$ cat src/rtl/switch_debounce_pkg.sv
// Shared constants and types for the switch debounce block.
// Latency: n/a (declarations only).
// Backpressure: n/a (declarations only).
//
// Holds the default qualification time, the per-channel FSM encoding and a
// helper that turns a debounce time in milliseconds into clock cycles.
package switch_debounce_pkg;

    // System clock frequency the defaults are derived from.
    localparam int unsigned CLK_HZ = 100_000_000;

    // 10 ms at CLK_HZ.
    localparam int unsigned DEBOUNCE_CYCLES_DEFAULT = 1_000_000;

    // IDLE: synchronised level matches the clean level.
    // CHECK: a different level is being qualified.
    typedef enum logic {
        ST_IDLE  = 1'b0,
        ST_CHECK = 1'b1
    } db_state_e;

    // Convert a debounce time in milliseconds into clock cycles at CLK_HZ.
    function automatic int unsigned ms_to_cycles(input int unsigned ms);
        return (CLK_HZ / 1000) * ms;
    endfunction

endpackage

$ cat src/rtl/switch_debounce_channel.sv
// One-bit switch conditioner: 2-flop synchroniser, qualification counter, edge pulses.
// Latency: clean level changes DEBOUNCE_CYCLES+1 edges after the first synchroniser sample of a steady new level.
// Backpressure: none; free-running, outputs are registered levels/pulses.
//
// Ports:
//   clk          system clock, rising edge
//   rst_n        asynchronous active-low reset
//   switch_raw   raw switch pin, asynchronous to clk
//   switch_clean debounced level
//   switch_rise  one-cycle pulse, coincident with switch_clean going 0->1
//   switch_fall  one-cycle pulse, coincident with switch_clean going 1->0
module switch_debounce_channel
    import switch_debounce_pkg::*;
#(
    parameter int unsigned DEBOUNCE_CYCLES = DEBOUNCE_CYCLES_DEFAULT
) (
    input  logic clk,
    input  logic rst_n,
    input  logic switch_raw,
    output logic switch_clean,
    output logic switch_rise,
    output logic switch_fall
);

    localparam int unsigned      CNT_W    = $clog2(DEBOUNCE_CYCLES + 1);
    // Count value at which the candidate level has persisted long enough.
    localparam logic [CNT_W-1:0] CNT_LAST = CNT_W'(DEBOUNCE_CYCLES - 1);

    logic             s1_q;
    logic             s2_q;
    db_state_e        state_q, state_d;
    logic [CNT_W-1:0] cnt_q,   cnt_d;
    logic             clean_q, clean_d;
    logic             rise_q,  rise_d;
    logic             fall_q,  fall_d;

    // Two-flop synchroniser; s1 may go metastable, only s2 is used by logic.
    always_ff @(posedge clk or negedge rst_n) begin
        if (!rst_n) begin
            s1_q <= 1'b0;
            s2_q <= 1'b0;
        end else begin
            s1_q <= switch_raw;
            s2_q <= s1_q;
        end
    end

    // Qualification FSM. Entering CHECK already counts the first cycle of the
    // new level, so acceptance happens when cnt reaches DEBOUNCE_CYCLES-1.
    always_comb begin
        state_d = state_q;
        cnt_d   = cnt_q;
        clean_d = clean_q;
        rise_d  = 1'b0;
        fall_d  = 1'b0;
        case (state_q)
            ST_IDLE: begin
                if (s2_q != clean_q) begin
                    state_d = ST_CHECK;
                    cnt_d   = CNT_W'(1);
                end
            end
            ST_CHECK: begin
                if (s2_q == clean_q) begin
                    // Level fell back before qualifying: discard progress.
                    state_d = ST_IDLE;
                    cnt_d   = '0;
                end else if (cnt_q == CNT_LAST) begin
                    state_d = ST_IDLE;
                    cnt_d   = '0;
                    clean_d = s2_q;
                    rise_d  = s2_q;
                    fall_d  = ~s2_q;
                end else begin
                    cnt_d = cnt_q + 1'b1;
                end
            end
            default: begin
                state_d = ST_IDLE;
                cnt_d   = '0;
            end
        endcase
    end

    always_ff @(posedge clk or negedge rst_n) begin
        if (!rst_n) begin
            state_q <= ST_IDLE;
            cnt_q   <= '0;
            clean_q <= 1'b0;
            rise_q  <= 1'b0;
            fall_q  <= 1'b0;
        end else begin
            state_q <= state_d;
            cnt_q   <= cnt_d;
            clean_q <= clean_d;
            rise_q  <= rise_d;
            fall_q  <= fall_d;
        end
    end

    assign switch_clean = clean_q;
    assign switch_rise  = rise_q;
    assign switch_fall  = fall_q;

endmodule

$ cat src/rtl/switch_debounce.sv
// Multi-channel switch conditioner: WIDTH independent synchronise+debounce channels.
// Latency: clean level changes DEBOUNCE_CYCLES+1 edges after the first synchroniser sample of a steady new level.
// Backpressure: none; outputs are registered levels and one-cycle pulses.
//
// Ports:
//   clk          system clock, rising edge
//   rst_n        asynchronous active-low reset
//   switch_raw   raw switch pins, asynchronous to clk
//   switch_clean debounced level per channel
//   switch_rise  per-channel one-cycle pulse on clean 0->1
//   switch_fall  per-channel one-cycle pulse on clean 1->0
module switch_debounce
    import switch_debounce_pkg::*;
#(
    parameter int unsigned WIDTH           = 2,
    parameter int unsigned DEBOUNCE_CYCLES = DEBOUNCE_CYCLES_DEFAULT
) (
    input  logic             clk,
    input  logic             rst_n,
    input  logic [WIDTH-1:0] switch_raw,
    output logic [WIDTH-1:0] switch_clean,
    output logic [WIDTH-1:0] switch_rise,
    output logic [WIDTH-1:0] switch_fall
);

    // The counter scheme needs at least one CHECK cycle before acceptance.
    if (DEBOUNCE_CYCLES < 2) begin : g_bad_param
        $error("switch_debounce: DEBOUNCE_CYCLES must be >= 2");
    end

    for (genvar i = 0; i < WIDTH; i++) begin : g_ch
        switch_debounce_channel #(
            .DEBOUNCE_CYCLES (DEBOUNCE_CYCLES)
        ) u_channel (
            .clk          (clk),
            .rst_n        (rst_n),
            .switch_raw   (switch_raw[i]),
            .switch_clean (switch_clean[i]),
            .switch_rise  (switch_rise[i]),
            .switch_fall  (switch_fall[i])
        );
    end

endmodule
$ cat config.mk
export PLATFORM = sky130hd
export DESIGN_NAME = switch_debounce
export DESIGN_NICKNAME = d
export VERILOG_FILES = /design/src/rtl/switch_debounce_pkg.sv /design/src/rtl/switch_debounce_channel.sv /design/src/rtl/switch_debounce.sv
export SDC_FILE = /design/constraint.sdc
export NUM_CORES = 1
export LEC_CHECK = 0
export CAP_MARGIN = 20
export CORE_AREA = 2 2 71 73
export DETAILED_ROUTE_END_ITERATION = 12
export DIE_AREA = 0 0 73 75
export PLACE_DENSITY = 0.78
export RECOVER_POWER = 25
export SYNTH_ARGS = -nofsm -noshare
export SYNTH_HDL_FRONTEND = slang
export SYNTH_SLANG_ARGS = --single-unit
$ cat constraint.sdc
create_clock -name clk -period 2.9 [get_ports clk]
set_input_delay 0.29 -clock clk [delete_from_list [all_inputs] [get_ports clk]]
set_output_delay 0.29 -clock clk [all_outputs]
set_load 0.005 [all_outputs]
==> Word level (Yosys, flattened, before mapping) <==
Index checks and enable logic that the tools add are counted.
{ "op_classes": {"n_bitwise": 6, "muxes": 28, "eq_ne": 8, "reduce_logical": 2, "n_addsub": 2} }
{ "ops": {"columns": ["op", "count"], "rows": [
  ["$mux 20", 6],
  ["$pmux 20 s2", 2],
  ["$add 20x1->20 const B", 2],
  ["$eq 20x20->1 const B", 2],
  ["$mux 1", 18],
  ["$not 1->1", 6],
  ["$reduce_and 3->1", 2],
  ["$ne 2x1->1 const B", 2],
  ["$pmux 1 s2", 2],
  ["$eq 1x1->1", 2],
  ["$ne 1x1->1", 2]
]} }
{ "totals": {"input_bits": 4, "output_inout_bits": 6, "register_bits": 52, "elab_cells": 60} }

==> Longest topological paths before layout <==
{ "logic_depth": {"ltp_word": 4, "ltp_mapped": 8, "mapped_depth_nobuf": 6} }

==> By module <==
Synthesis repeated with hierarchy kept, for this count alone.
{ "unflattened": {"hier_cells": 282, "area_unflattened_um2": 2717.6} }
{ "modules_own_cells": {"columns": ["mod", "area_each_um2", "n_inst", "cells_each", "seq_area_each_um2"], "rows": [
  ["switch_debounce_channel", 1358.8, 2, 141, 650.6]
]} }

==> Worst setup path before layout <==
Ideal clock, no wire load.
{ "synth_timing": {"path_kind": "reg2reg", "startpoint": "register g_ch[1].u_channel.cnt_q[0]", "endpoint": "register g_ch[1].u_channel.cnt_q[5]", "arrival_ns": 1.702, "path_slack_ns": 1.077, "n_path_buf": 2, "path_stages_with_launch": 8, "setup_ns": 0.121, "required_time_ns": 2.779, "synth_period_minus_slack_ns": 1.823, "cell_sequence": "dfrtp_1 -> ha_1 -> nand3_4 -> nor4_4 -> a21oi_2 -> buf_2 -> buf_4 -> a22o_1"} }
{ "synth_between": {"elab_chain_len": 4, "word_cells_on_any_way": 5, "cone_classes": "add/sub: 1; eq/ne: 1; mux: 3"} }
{ "synth_rtl": {"columns": ["element", "line", "text"], "rows": [
  ["start: declaration", "switch_debounce_channel.sv:32", "logic [CNT_W-1:0] cnt_q, cnt_d;"],
  ["start signal: assignment", "switch_debounce_channel.sv:94", "cnt_q <= cnt_d;"],
  ["$add 20x1->20 or $eq 20x20->1 (tied branches)", "switch_debounce_channel.sv:75, switch_debounce_channel.sv:68", null],
  ["$mux 20 (*)", "switch_debounce_channel.sv:68", "end else if (cnt_q == CNT_LAST) begin"],
  ["$mux 20 (*)", "switch_debounce_channel.sv:64", "if (s2_q == clean_q) begin"],
  ["$pmux 20 s2 (*)", "switch_debounce_channel.sv:56", "case (state_q)"]
]} }
Every way passes the cells marked *; elsewhere a longest branch is shown, timed or not.
A chain may end at the register's enable or synchronous reset.

==> Worst setup path in the final report <==
{ "layout_timing": {"startpoint": "register g_ch[0].u_channel.cnt_q[0]", "endpoint": "register g_ch[0].u_channel.cnt_q[14]"} }
{ "layout_between": {"elab_chain_len": 4, "word_cells_on_any_way": 5, "cone_classes": "add/sub: 1; eq/ne: 1; mux: 3"} }
{ "layout_rtl": {"columns": ["element", "line"], "rows": [
  ["start: declaration", "switch_debounce_channel.sv:32"],
  ["start signal: assignment", "switch_debounce_channel.sv:94"],
  ["$add 20x1->20 or $eq 20x20->1 (tied branches)", "switch_debounce_channel.sv:75, switch_debounce_channel.sv:68"],
  ["$mux 20 (*)", "switch_debounce_channel.sv:68"],
  ["$mux 20 (*)", "switch_debounce_channel.sv:64"],
  ["$pmux 20 s2 (*)", "switch_debounce_channel.sv:56"]
]} }
Marked as above.

==> metrics <==
post-synth cell types=45; RSZ-0062 raised after global routing=no; Clk Latency, worst-skew pair=approximately 0.3 ns; hpwl dp=3403 um; critical path peak fanout=21; Die Span Y=between 70 and 80 um; Max Freq=~460 MHz; total clock sinks=52; post-synthesis xor/xnor area fraction=1.603%; measured slew at the worst slew-check pin=roughly 1.7 ns; Synth Cell Area=approximately 0.0027 mm^2; async set-or-reset flop fraction in the synthesized netlist=100.0%; root buffer cell=clkbuf_8; power per cell area=427.5 mW/mm^2; area of the multi-input gates=0.001303 mm^2; Leak=between 1 and 1.5 nW; Post-CTS Resized=0; Area Growth Syn to Fin=5.678%; drt initial violations=around 120; syn_area_per_cell=about 9.7 um^2; CTS Buffer Depth=2; average routed wire per standard cell=around 14 um; Tcrit/Tclk final=approximately 75%; core area=approximately 0.0047 mm^2; reg2reg end=g_ch[0].u_channel.cnt_q[14]; final hold vios=0; status=complete, but fails checks; die area=between 0.005 and 0.006 mm^2; Hold Crit Class=flop to flop; GP Congestion=a little over 0.8; Adder-Cell Fraction of Synth Area=0.9158%; post-route setup TNS=0 ns; Syn Nets=289; Final nets=289; CTS Hold Bufs=0; vias in the first global route=1,845; Cell Rows=25; Yosys warning count=0; Reg clk slew, reported paths=around 0.090 ns; setup repair bufs after CTS=0; post-synthesis compound-gate area fraction=between 15 and 20%; Crit Path Category=flop to flop; sequential cell area fraction in the yosys report=47.62%; R2R depth=7; max incr delay on CP=about 0.44 ns; Slew headroom=-11.27%; Worst EP arrival=2.41 ns; Synth Flop Type=dfrtp_1; FILL cells=roughly 380; ant diodes=0; CTS tree=yes; mux cell area share after synthesis=roughly 2.3%; Seq cells post-synth=52; simple-gate share of the synthesized area=around a quarter; EDFF count, synth=0; Worst Hold Launch=g_ch[1].u_channel.s1_q; PortBufs=9; largest family of logic cells by synthesized area=simple AND/OR/NAND/NOR gates; Peak VDD IR=roughly 0.0003 V; Crit. End Element=flop; gr usage total=between 15 and 20%; CP top delay family=compound AO/OA/AOI/OAI gates; skew final=0.01180 ns; max-cap viol count=1; Final ANT Viol Nets=0; initial antenna violation count=0; hold_ws=approximately 0.36 ns; FF-to-FF setup slack=0.72 ns; max-slew violations=33; worst-path cell chain=ha_1 > and3_1 > and4_1 > a21oi_2 > buf_4 > a41oi_1 > a31oi_1; worst hold path depth=0; pin count of the biggest net entering global routing=33; crit path max-delay cell type=a21oi_2; FF+latch area=between 0.001 and 0.0015 mm^2; Setup-failing EPs final=0; die extent in x=73 um; fin crit period=between 2 and 2.5 ns; Worst EP required=3.12 ns; layout cells sized above 1=roughly 7.4%; TritonCTS buffer count=5; Remaining DRCs=0; first-pass GRT wire length=8362 um; failing checks=max-capacitance violations, max-slew violations; htree depth=2; Initial Util=between 50% and 60%; vias per cell=between 6 and 7; Initial DRT Pass Iterations=5; gr ovfl total=0; startpoint types=flop; DR vias=~2,100; RR Startpoint=g_ch[0].u_channel.cnt_q[0]; # IOs=10; Worst Hold Path EP=g_ch[1].u_channel.s2_q; Routed WL=4885 um; Critical path buffers and inverters=1; Cells after Synth=~280
power by group:
part / internal (mW) / switching (mW)
registers: 0.735 / 0.0104
clock network: 0.191 / 0.223
logic: 0.0237 / 0.0518
total: 0.949 / 0.285
cells by family (layout without fill, tap and decap cells):
| kind of cell | Yosys count | after routing |
|---|---|---|
| buf+inv | 25 | 25 |
| simple gates | 117 | 117 |
| mux | 6 | 6 |
| compound gates | 76 | 76 |
| flops | 52 | 52 |
| xor+xnor | 5 | 5 |
| fa+ha+maj | 2 | 2 |
synthesized netlist by cell type (2+ instances only):
cell / count / share of area, %
dfrtp_1: 52 / 48
nand2_1: 27 / 3.7
a21oi_1: 23 / 4.2
nand3_1: 20 / 3.7
a31oi_1: 17 / 3.9
o21ai_0: 17 / 3.1
nor2_1: 13 / 1.8
buf_4: 9 / 2.5
inv_1: 7 / 0.96
nand4_1: 7 / 1.6
a22o_1: 6 / 1.9
and3_1: 5 / 1.1
clkbuf_1: 5 / 0.69
nor3_1: 5 / 0.92
nor3b_1: 5 / 1.4
a21o_1: 4 / 1.1
and2_1: 4 / 0.92
buf_2: 4 / 0.73
mux2i_1: 4 / 1.5
nand2b_1: 4 / 0.92
or3_1: 4 / 0.92
a41oi_1: 3 / 0.96
and4_1: 3 / 0.96
nor4_1: 3 / 0.69
nor4_4: 3 / 2.3
xor2_1: 3 / 0.96
ha_1: 2 / 0.92
mux2_2: 2 / 0.82
nand3b_1: 2 / 0.55
nor2b_1: 2 / 0.46
or2_2: 2 / 0.46
or4_1: 2 / 0.55
xnor2_1: 2 / 0.64
per-stage QoR:
step,power [mW],worst slack [ns],cell area [um^2],cells,utilization [%]
finish,1.235,0.7172,2888,337,61.96
floorplan,0.8085,1.077,2733,283,-
CTS,1.250,0.7204,2889,337,61.99
detailed placement,0.8377,0.7390,2798,330,60.03
global placement,0.8348,0.8090,2798,330,60.03
global route,1.289,0.5453,2888,337,61.96
layout by cell type, fill, tap and decap left out, drive strengths merged, types with 2 or more instances in the layout:
cell type	count
nor3b	5
mux2i	4
nor2b	2
or4	2
dlygate4sd3	2
and4	3
a22o	6
nand3	21
or2	2
xor2	3
mux2	2
clkbuf	7
ha	2
and3	5
nor3	5
clkdlybuf4s50	6
nand2	28
and2	4
nor4	6
nand3b	2
nand2b	4
a31oi	17
xnor2	2
a41oi	3
o21ai	17
nand4	8
dfrtp	52
a21o	4
buf	2
inv	7
nor2	13
a21oi	24
or3	4
layout make-up:
cell class	count	area share, %
multi-input cells	206	45.10
clock inverters	1	0.3033
repair buffers	11	3.423
inverters	7	0.9099
well taps	54	2.340
flip-flops and latches	52	45.06
clock buffers	6	2.860
sequential cells by signal, summed over array words and instances (netlist names):
signal	cells
g_ch.u_channel.cnt_q	40
g_ch.u_channel.s1_q	2
g_ch.u_channel.s2_q	2
g_ch.u_channel.state_q	2
g_ch.u_channel.switch_clean	2
g_ch.u_channel.switch_fall	2
g_ch.u_channel.switch_rise	2
worst max-delay path by stage:
stage	from	to	slack [ns]	depth (start not counted)
global placement	g_ch[0].u_channel.cnt_q[0]	g_ch[0].u_channel.cnt_q[14]	0.81	7
CTS	g_ch[0].u_channel.cnt_q[0]	g_ch[0].u_channel.cnt_q[14]	0.72	7
floorplan	g_ch[1].u_channel.cnt_q[0]	g_ch[1].u_channel.cnt_q[5]	1.08	7
global route	g_ch[0].u_channel.cnt_q[0]	g_ch[0].u_channel.cnt_q[7]	0.55	7
detailed placement	g_ch[0].u_channel.cnt_q[0]	g_ch[0].u_channel.cnt_q[14]	0.74	7
finish	g_ch[0].u_channel.cnt_q[0]	g_ch[0].u_channel.cnt_q[14]	0.72	7
per-layer routing:
metal / global-route usage, % / part of all wire, %
met5: 0 / 0
met4: 8.025 / 1.5
met3: 4.016 / 2.4
met2: 33.93 / 50
met1: 25.09 / 46
Power figures use the tool's default switching activity.
